[src/rtl/snn_load_sink.sv]
// Receive end of the SNN load stream: decodes START/FILTER/IFMAP/DONE tokens into
// filter and per-timestep ifmap memories, with registered read ports and load status.
module snn_ifmap_bank #(
  parameter int DEPTH = 625,
  parameter int AW    = 10
) (
  input  logic          clk,
  input  logic          rst_n,
  input  logic          we,
  input  logic [AW-1:0] wa,
  input  logic          wd,
  input  logic          rd_sel,
  input  logic [AW-1:0] ra,
  output logic          rd
);
  logic mem [DEPTH];

  always_ff @(posedge clk)
    if (we) mem[wa] <= wd;

  // Unselected banks read as 0 so the top can OR the bank outputs together.
  always_ff @(posedge clk or negedge rst_n)
    if (!rst_n) rd <= 1'b0;
    else        rd <= rd_sel ? mem[ra] : 1'b0;
endmodule

module snn_load_sink #(
  parameter int WIDTH_data = 8,
  parameter int WIDTH_addr = 12,
  parameter int DEPTH_F    = 5,
  parameter int DEPTH_I    = 25,
  parameter int NUM_TS     = 2
) (
  input  logic                   clk,
  input  logic                   rst_n,
  input  logic                   in_valid,
  output logic                   in_ready,
  input  logic [1:0]             in_kind,
  input  logic [WIDTH_addr-1:0]  in_addr,
  input  logic [WIDTH_data-1:0]  in_data,
  input  logic [1:0]             in_ts,
  input  logic [4:0]             f_rd_addr,
  output logic [WIDTH_data-1:0]  f_rd_data,
  input  logic [1:0]             i_rd_ts,
  input  logic [9:0]             i_rd_addr,
  output logic                   i_rd_data,
  output logic                   loading,
  output logic                   load_done,
  output logic                   load_ok,
  output logic                   err,
  output logic [4:0]             filt_count,
  output logic [NUM_TS-1:0][9:0] ifmap_count
);
  localparam int F_N = DEPTH_F * DEPTH_F;
  localparam int I_N = DEPTH_I * DEPTH_I;
  localparam logic [WIDTH_addr-1:0] F_LIM  = WIDTH_addr'(F_N);
  localparam logic [WIDTH_addr-1:0] I_LIM  = WIDTH_addr'(I_N);
  localparam logic [4:0]            F_RLIM = 5'(F_N);
  localparam logic [9:0]            I_RLIM = 10'(I_N);
  localparam logic [1:0]            TS_MAX = 2'(NUM_TS);

  typedef enum logic [1:0] {S_IDLE, S_LOAD, S_DONE} state_t;
  typedef enum logic [1:0] {K_START, K_FILTER, K_IFMAP, K_DONE} kind_t;

  state_t state;
  kind_t  kind;
  logic   xfer, f_ok, i_ok, f_we, full;
  logic [NUM_TS-1:0] i_we, i_sel, bank_rd;
  logic [WIDTH_data-1:0] fmem [F_N];

  assign kind    = kind_t'(in_kind);
  assign xfer    = in_valid && in_ready;
  assign f_ok    = in_addr < F_LIM;
  assign i_ok    = (in_addr < I_LIM) && (in_ts != 2'd0) && (in_ts <= TS_MAX);
  assign f_we    = xfer && (state == S_LOAD) && (kind == K_FILTER) && f_ok;
  assign loading = (state == S_LOAD);

  always_comb begin
    full = (filt_count == 5'(F_N));
    for (int t = 0; t < NUM_TS; t++) begin
      i_we[t]  = xfer && (state == S_LOAD) && (kind == K_IFMAP) && i_ok && (in_ts == 2'(t + 1));
      i_sel[t] = (i_rd_addr < I_RLIM) && (i_rd_ts == 2'(t + 1));
      full     = full && (ifmap_count[t] == 10'(I_N));
    end
  end

  always_ff @(posedge clk or negedge rst_n) begin
    if (!rst_n) begin
      state       <= S_IDLE;
      in_ready    <= 1'b0;
      load_done   <= 1'b0;
      load_ok     <= 1'b0;
      err         <= 1'b0;
      filt_count  <= '0;
      ifmap_count <= '0;
    end else begin
      in_ready <= 1'b1;
      if (xfer) begin
        case (state)
          S_IDLE, S_DONE: begin
            if (kind == K_START) begin
              state       <= S_LOAD;
              load_done   <= 1'b0;
              load_ok     <= 1'b0;
              err         <= 1'b0;
              filt_count  <= '0;
              ifmap_count <= '0;
            end else begin
              err <= 1'b1;
            end
          end
          S_LOAD: begin
            case (kind)
              K_START: begin
                err         <= 1'b1;
                filt_count  <= '0;
                ifmap_count <= '0;
              end
              K_FILTER: begin
                if (!f_ok)                 err        <= 1'b1;
                else if (filt_count != '1) filt_count <= filt_count + 5'd1;
              end
              K_IFMAP: begin
                if (!i_ok) err <= 1'b1;
                for (int t = 0; t < NUM_TS; t++)
                  if (i_we[t] && ifmap_count[t] != '1)
                    ifmap_count[t] <= ifmap_count[t] + 10'd1;
              end
              default: begin
                // Counts are frozen from here on, so load_ok can be latched now.
                state     <= S_DONE;
                load_done <= 1'b1;
                load_ok   <= full;
              end
            endcase
          end
          default: state <= S_IDLE;
        endcase
      end
    end
  end

  always_ff @(posedge clk)
    if (f_we) fmem[in_addr[4:0]] <= in_data;

  always_ff @(posedge clk or negedge rst_n)
    if (!rst_n) f_rd_data <= '0;
    else        f_rd_data <= (f_rd_addr < F_RLIM) ? fmem[f_rd_addr] : '0;

  snn_ifmap_bank #(.DEPTH(I_N), .AW(10)) u_bank [NUM_TS-1:0] (
    .clk    (clk),
    .rst_n  (rst_n),
    .we     (i_we),
    .wa     (in_addr[9:0]),
    .wd     (in_data[0]),
    .rd_sel (i_sel),
    .ra     (i_rd_addr),
    .rd     (bank_rd)
  );

  assign i_rd_data = |bank_rd;
endmodule

[config.mk]
export PLATFORM = sky130hd
export DESIGN_NAME = snn_load_sink
export DESIGN_NICKNAME = d
export VERILOG_FILES = /design/src/rtl/snn_load_sink.sv
export SDC_FILE = /design/constraint.sdc
export NUM_CORES = 2
export LEC_CHECK = 0
export BUFFER_PORTS_ARGS = -buffer_cell sky130_fd_sc_hd__clkbuf_2
export CAP_MARGIN = 20
export CORE_ASPECT_RATIO = 0.6
export CORE_MARGIN = 3
export CORE_UTILIZATION = 55
export CTS_BUF_LIST = sky130_fd_sc_hd__clkbuf_4
export CTS_CLUSTER_DIAMETER = 80
export DETAILED_ROUTE_END_ITERATION = 6
export PLACE_DENSITY = 0.83
export SYNTH_ARGS = -nofsm -noshare
export SYNTH_HDL_FRONTEND = slang
export SYNTH_SLANG_ARGS = --single-unit
[constraint.sdc]
create_clock -name clk -period 3.6 [get_ports clk]
set_input_delay 0.36 -clock clk [delete_from_list [all_inputs] [get_ports clk]]
set_output_delay 0.36 -clock clk [all_outputs]
set_load 0.005 [all_outputs]
-- Word-level counts from Yosys, hierarchy flattened
Memory sizes are Yosys's and may differ from the RTL's.
Index checks and enable logic that the tools add are counted.
- magnitude comparators: 5
- reductions and logical operators: 29
- add/sub/neg operators: 3
- multiplexer cells: 32
- equality and inequality tests: 25
- operator list (kind ; number):
    20-bit one-hot mux with 2 select lines ; 2
    10-bit by 1-bit adder with 10-bit output, second input constant ; 2
    10-bit == test, second input constant ; 2
    10-bit 2-to-1 mux ; 2
    20-bit 2-to-1 mux ; 1
    10-bit inequality test, second input constant ; 2
    5-bit one-hot mux with 2 select lines ; 2
    1-bit logical AND ; 16
    5-bit 2-to-1 mux ; 3
    5-bit AND reduction ; 3
    1-bit 2-to-1 mux ; 14
    12-bit by 10-bit < comparator with 1-bit output, second input constant ; 1
    12-bit by 5-bit < comparator with 1-bit output, second input constant ; 1
    10-bit < comparator, second input constant ; 1
    3-bit by 2-bit inequality test with 1-bit output, second input constant ; 3
    3-bit inequality test, second input constant ; 3
    2-bit by 1-bit == test with 1-bit output, second input constant ; 4
    2-bit == test, second input constant ; 4
    8-bit 2-to-1 mux ; 1
    3-bit by 1-bit inequality test with 1-bit output, second input constant ; 2
    1-bit one-hot mux with 2 select lines ; 3
    6-bit AND reduction ; 1
    5-bit by 1-bit adder with 5-bit output, second input constant ; 1
    5-bit == test, second input constant ; 1
    14 further kinds ; 19
- logic and storage cells: 108
- output and inout port bits: 39
- input bits: 44
- bits in writable memories: 1450
- memories kept: 3
- register bits: 41
- memories (memory ; depth ; width ; read ports ; clocked after Yosys merged registers in ; wr ports ; line ; source):
    u_bank[0].mem ; 625 ; 1 ; 1 ; 0 ; 1 ; 16 ; logic mem [DEPTH];
    u_bank[1].mem ; 625 ; 1 ; 1 ; 0 ; 1 ; 16 ;
    fmem ; 25 ; 8 ; 1 ; 0 ; 1 ; 69 ; logic [WIDTH_data-1:0] fmem [F_N];

-- Logic depth before layout (Yosys ltp)
- depth in word-level cells: 9
- gate-level depth with buffers: 13
- depth with buffers taken out: 8

-- Hierarchy
From an unflattened synthesis, not the netlist that was laid out.
- cell total of the unflattened synthesis: 4516
- area, all modules: 65366.4 um2
- by module, submodules not included (module ; seq. area each (um2) ; instances ; area each (um2) ; cells each):
    snn_ifmap_bank ; 18793.0 ; 2 ; 27651.5 ; 1947
    snn_load_sink ; 6981.7 ; 1 ; 10063.4 ; 622

-- Worst setup path before layout
No wires, ideal clock.
- kind: input-to-reg
- start: input i_rd_addr[1]
- end: register u_bank[1].rd
- data required time: 3.461 ns
- library setup time: 0.139 ns
- stages on the path: 10
- buffers on the path: 3
- path slack: 0.722 ns
- data arrival time: 2.739 ns
- path through: buf_2 -> buf_2 -> clkbuf_1 -> mux4_2 -> mux4_2 -> nand2_1 -> nand3_1 -> nor2_1 -> nor4_1 -> or4_1
- longest elaborated chain between the ends: 3
- elaborated cells between the ends (all ways): 4
- those cells by class: order compare: 1; mux: 1; reduce/logical: 1; memory: 1
- RTL lines (element ; line ; source):
    start, declared ; 45 ; input logic [9:0] i_rd_addr,
    branches (longest 2 deep; another with memory 625 x 1 bit) ; - ;
    1-bit 2-to-1 mux * ; 24 ; else rd <= rd_sel ? mem[ra] : 1'b0;
    end signal, assigned ; 24 ;
    end, declared ; 14 ; output logic rd
Mark *: on every way between the ends.
A chain may end at the register's enable or synchronous reset.

-- Worst setup path after layout
- start: register state[1]
- end: memory u_bank[1].mem[364] (enable)
- longest elaborated chain between the ends: 7
- RTL lines (element ; line ; source):
    start, declared ; 65 ; state_t state;
    start signal, assigned ; 89 ; state <= S_IDLE;
    start signal, assigned ; 102 ; state <= S_LOAD;
    start signal, assigned ; 131 ; state <= S_DONE;
    2-bit by 1-bit == test with 1-bit output ; 81 ; i_we[t] = xfer && (state == S_LOAD) && (kind == K_IFMAP) && i_ok && (in_ts == 2'(t + 1));
    1-bit logical AND (4 in series) ; 81 ;
    1-bit 2-to-1 mux ; 19 ; if (we) mem[wa] <= wd;
    1-bit 2-to-1 mux (not written as such) ; 19 ;
    end, declared ; 16 ;
No other way between the ends.

==> results.yml <==
timing:
  hold_ws_ns: 0.129
  finalCritPeriodShare_pct: 99.9
  fmax_mhz: 278
  slew_viol_final: 0
  rsz0062_at_grt: "no"
  clock_skew_ns: 0.116
  slew_headroom_pct: 13.4
  setup_viol: 0
  layout_setup_ws_ns: 0.00475
  final_hold_viol_count: 0
  layout_min_cycle_time_ns: 3.60
  worstMarginPinSlew_ns: 1.29
pwr:
  p_per_area_nw_per_um2: 482
  power_leakage_nw: 22.5
  ir_drop_mv: 0.358
floorplan:
  rows: 95
  die-area_sq_um: 120000
  die_y_um: 270
  initial_core_util_pct: 56.1
  core_area_sq_um: 113000
  die_w_um: 445
  io_pins: 83
placed_design:
  dp_hpwl_um: 105000
  post-place-ws_ns: -0.274
  gp_congestion: 0.955
  port_buffers: 82
critical_path:
  cp_slowest_stage_delay_ns: 0.65
  cp_num_buf_inv: 4
  cp-start-kind: "flop"
  timing.critical_path.cells: "nand4bb_4 > nor4_2 > dlygate4sd3_1 > o2111ai_1 > buf_4 > nor2_1 > buf_4 > nand2_1 > buf_4 > nor2_1"
  rr_worst_depth: 10
  required_ns: 4.45
  crit_slowest_cell: "dlygate4sd3_1"
  crit_type: "reg -> reg"
  path_delay_family: "buffers and inverters"
  cp.arrival_ns: 4.45
  critical_path_depth: 10
  cp_max_fo: 32
  cp_common_cell: "buf_4"
  cp-end-kind: "flop"
yosys:
  synthFlopType: "edfxtp_1"
  async_flop_share_pct: 2.75
  synth_area_leaders: "edfxtp_1 (68%), mux4_2 (13%), nor2_1 (7.9%)"
  yosysUniqueCellTypes: 69
  syn_area_sq_um: 63600
  synth_nets: 4243
  synth-edff-count: 1450
  synth_cells: 4192
  ys_seq_area_share_pct: 70.0
  yosysTopAreaCellShare_pct: 68.4
  synth_top_area_cell: "edfxtp_1"
  ys_ff_latch: 1491
  yosys_warnings: 0
  postSynthAreaPerCell_sq_um: 15.2
cts:
  h-tree-depth: 5
  root_buffer: "clkbuf_4"
  clock_latency_ns: 1.32
  cts-buffers-inserted: 340
  clk_pin_slew_worst_paths_ns: 0.07
  post_cts_buffers: 0
  cts_buffer_depth: 4
  tritoncts: "built"
  numClockSinks: 1491
layout:
  fin_nets: 4577
  drive_above_1_share_pct: 26.7
  syn2layout_area_growth_pct: 12.1
routing:
  drc: 60
  ant_nets: 0
  dr_total_vias: 41800
  wl_um: 186000
  wl_per_cell_um: 29.6
  first_pass_iters: 7
  viasPerCell: 6.67
  drt-initial-drc-count: 8373
outcome:
  status: "finished, violations left"
  violations: "design-rule violations"
flow_run:
  maxCapViolCount: 0
worst_hold_path:
  hold_depth: 4
  hold_class: "in -> reg"
global_routing:
  track_usage_pct: 30.4
  grt-ovfl-total: 0
  antenna_found_initial: 18
  grt_pass1_wl_um: 265000
  grt_max_degree: 220
  grt_pass1_vias: 39900
## layer usage
metal	vias to the layer above	global-route usage (%)	share of wire, %
li1	16400	-	-
met1	20500	41.4	34
met2	4069	42.1	43
met3	787	13.8	19
met4	16	13.2	4.9
met5	-	0.635	0.10
## cells by family after synthesis
| logic type | after synthesis | share of synthesized area (%) |
|---|---|---|
| AND/OR/NAND/NOR | 1596 | 9.94 |
| flip-flops | 1491 | 70.0 |
| multiplexers | 485 | 14.8 |
| buffers and inverters | 399 | 2.67 |
| AO/OA/AOI/OAI | 197 | 2.20 |
| XOR/XNOR | 16 | 0.220 |
| adder cells (fa/ha/maj) | 7 | 0.138 |
| other | 1 | 0.00589 |
## final timing paths
path	startpoint	end	slack [ns]
worst max-delay path	state[1]	u_bank[1].mem[364]	0.005
worst min-delay path	i_rd_ts[1]	u_bank[1].rd	0.13
worst max register to register	state[1]	u_bank[1].mem[364]	0.005
worst min register to register	load_ok	load_ok	0.53
max in group asynchronous	rst_n	f_rd_data[0]	2.03
min in group asynchronous	rst_n	filt_count[0]	0.31
## stage by stage
stage,instance area (sq um),instances,TNS [ns],utilization [%],power (W)
2_1_floorplan,63600,4192,0,-,0.0205
3_3_place_gp,66700,5636,-0.818,58.8,0.0213
3_5_place_dp,66700,5637,-0.274,58.8,0.0214
4_1_cts,71200,6252,0,62.8,0.0343
5_1_grt,71300,6260,0,62.9,0.0354
6_report,71300,6273,0,62.9,0.0344
## worst register-to-register path: stages, from the launching register on
cell and delay [ns]:
dfrtp_1 0.46, nand4bb_4 0.28, nor4_2 0.22, dlygate4sd3_1 0.65, o2111ai_1 0.20, buf_4 0.23, nor2_1 0.38, buf_4 0.26
nand2_1 0.07, buf_4 0.24, nor2_1 0.19
## report_power, final
| group | switching [W] | internal (W) |
|---|---|---|
| clock | 0.00667 | 0.00651 |
| sequential | 0.0000480 | 0.0190 |
| combinational | 0.00131 | 0.000790 |
| total | 0.00802 | 0.0263 |
## cell usage after synthesis (all sizes together) (5+ instances only)
cell,n
a2111oi,13
a211oi,16
a21oi,24
a221oi,10
a22o,13
a22oi,22
a31oi,5
and2,7
and3,12
buf,93
clkbuf,296
dfrtp,41
edfxtp,1450
ha,7
inv,8
mux2,22
mux2i,100
mux4,363
nand2,128
nand2b,11
nand3,22
nand4,13
nor2,1333
nor2b,20
nor3,15
nor3b,7
nor4,5
o21ai,34
o221ai,12
o22ai,18
xor2,14
## flip-flops by register name, summed over array words and instances (netlist names)
signal	count
err	1
f_rd_data	8
filt_count	5
fmem	200
ifmap_count	20
in_ready	1
load_done	1
load_ok	1
state	2
u_bank.mem	1250
u_bank.rd	2
## what timing repair did
action | CTS | global route
resized for setup | 0 | 5
endpoints found under the setup margin | 0 | 30
hold endpoints to repair | 1505 | 0
hold buffers | 50 | 0
## layout by cell type (no fill, tap or decap), types with 14 or more instances in the layout
master,synthesis,layout
nand2_1,128,98
diode_2,0,21
nor2_1,1333,1333
a22oi_1,22,22
nand2_2,0,30
buf_4,29,219
clkinv_1,2,54
dlygate4sd3_1,0,50
edfxtp_1,1450,1450
a21oi_1,24,24
clkbuf_4,0,497
xor2_1,14,14
mux4_2,363,363
o22ai_1,18,18
buf_12,0,31
nand3_1,22,21
nor3_1,15,15
clkbuf_2,0,76
mux2_2,22,22
nor2b_1,20,18
a211oi_1,16,16
o21ai_0,33,33
mux2i_1,100,100
dfrtp_1,41,40
## area by class of cell
cell class,count,area (sq um)
clock buffer,497,3730
multi-input combinational,2302,17500
antenna,21,52.6
timing repair buffer,381,3200
clock inverter,68,352
fill,7715,42100
sequential,1491,44600
inverter,10,37.5
tap,1503,1880
Power figures use the tool's default switching activity.
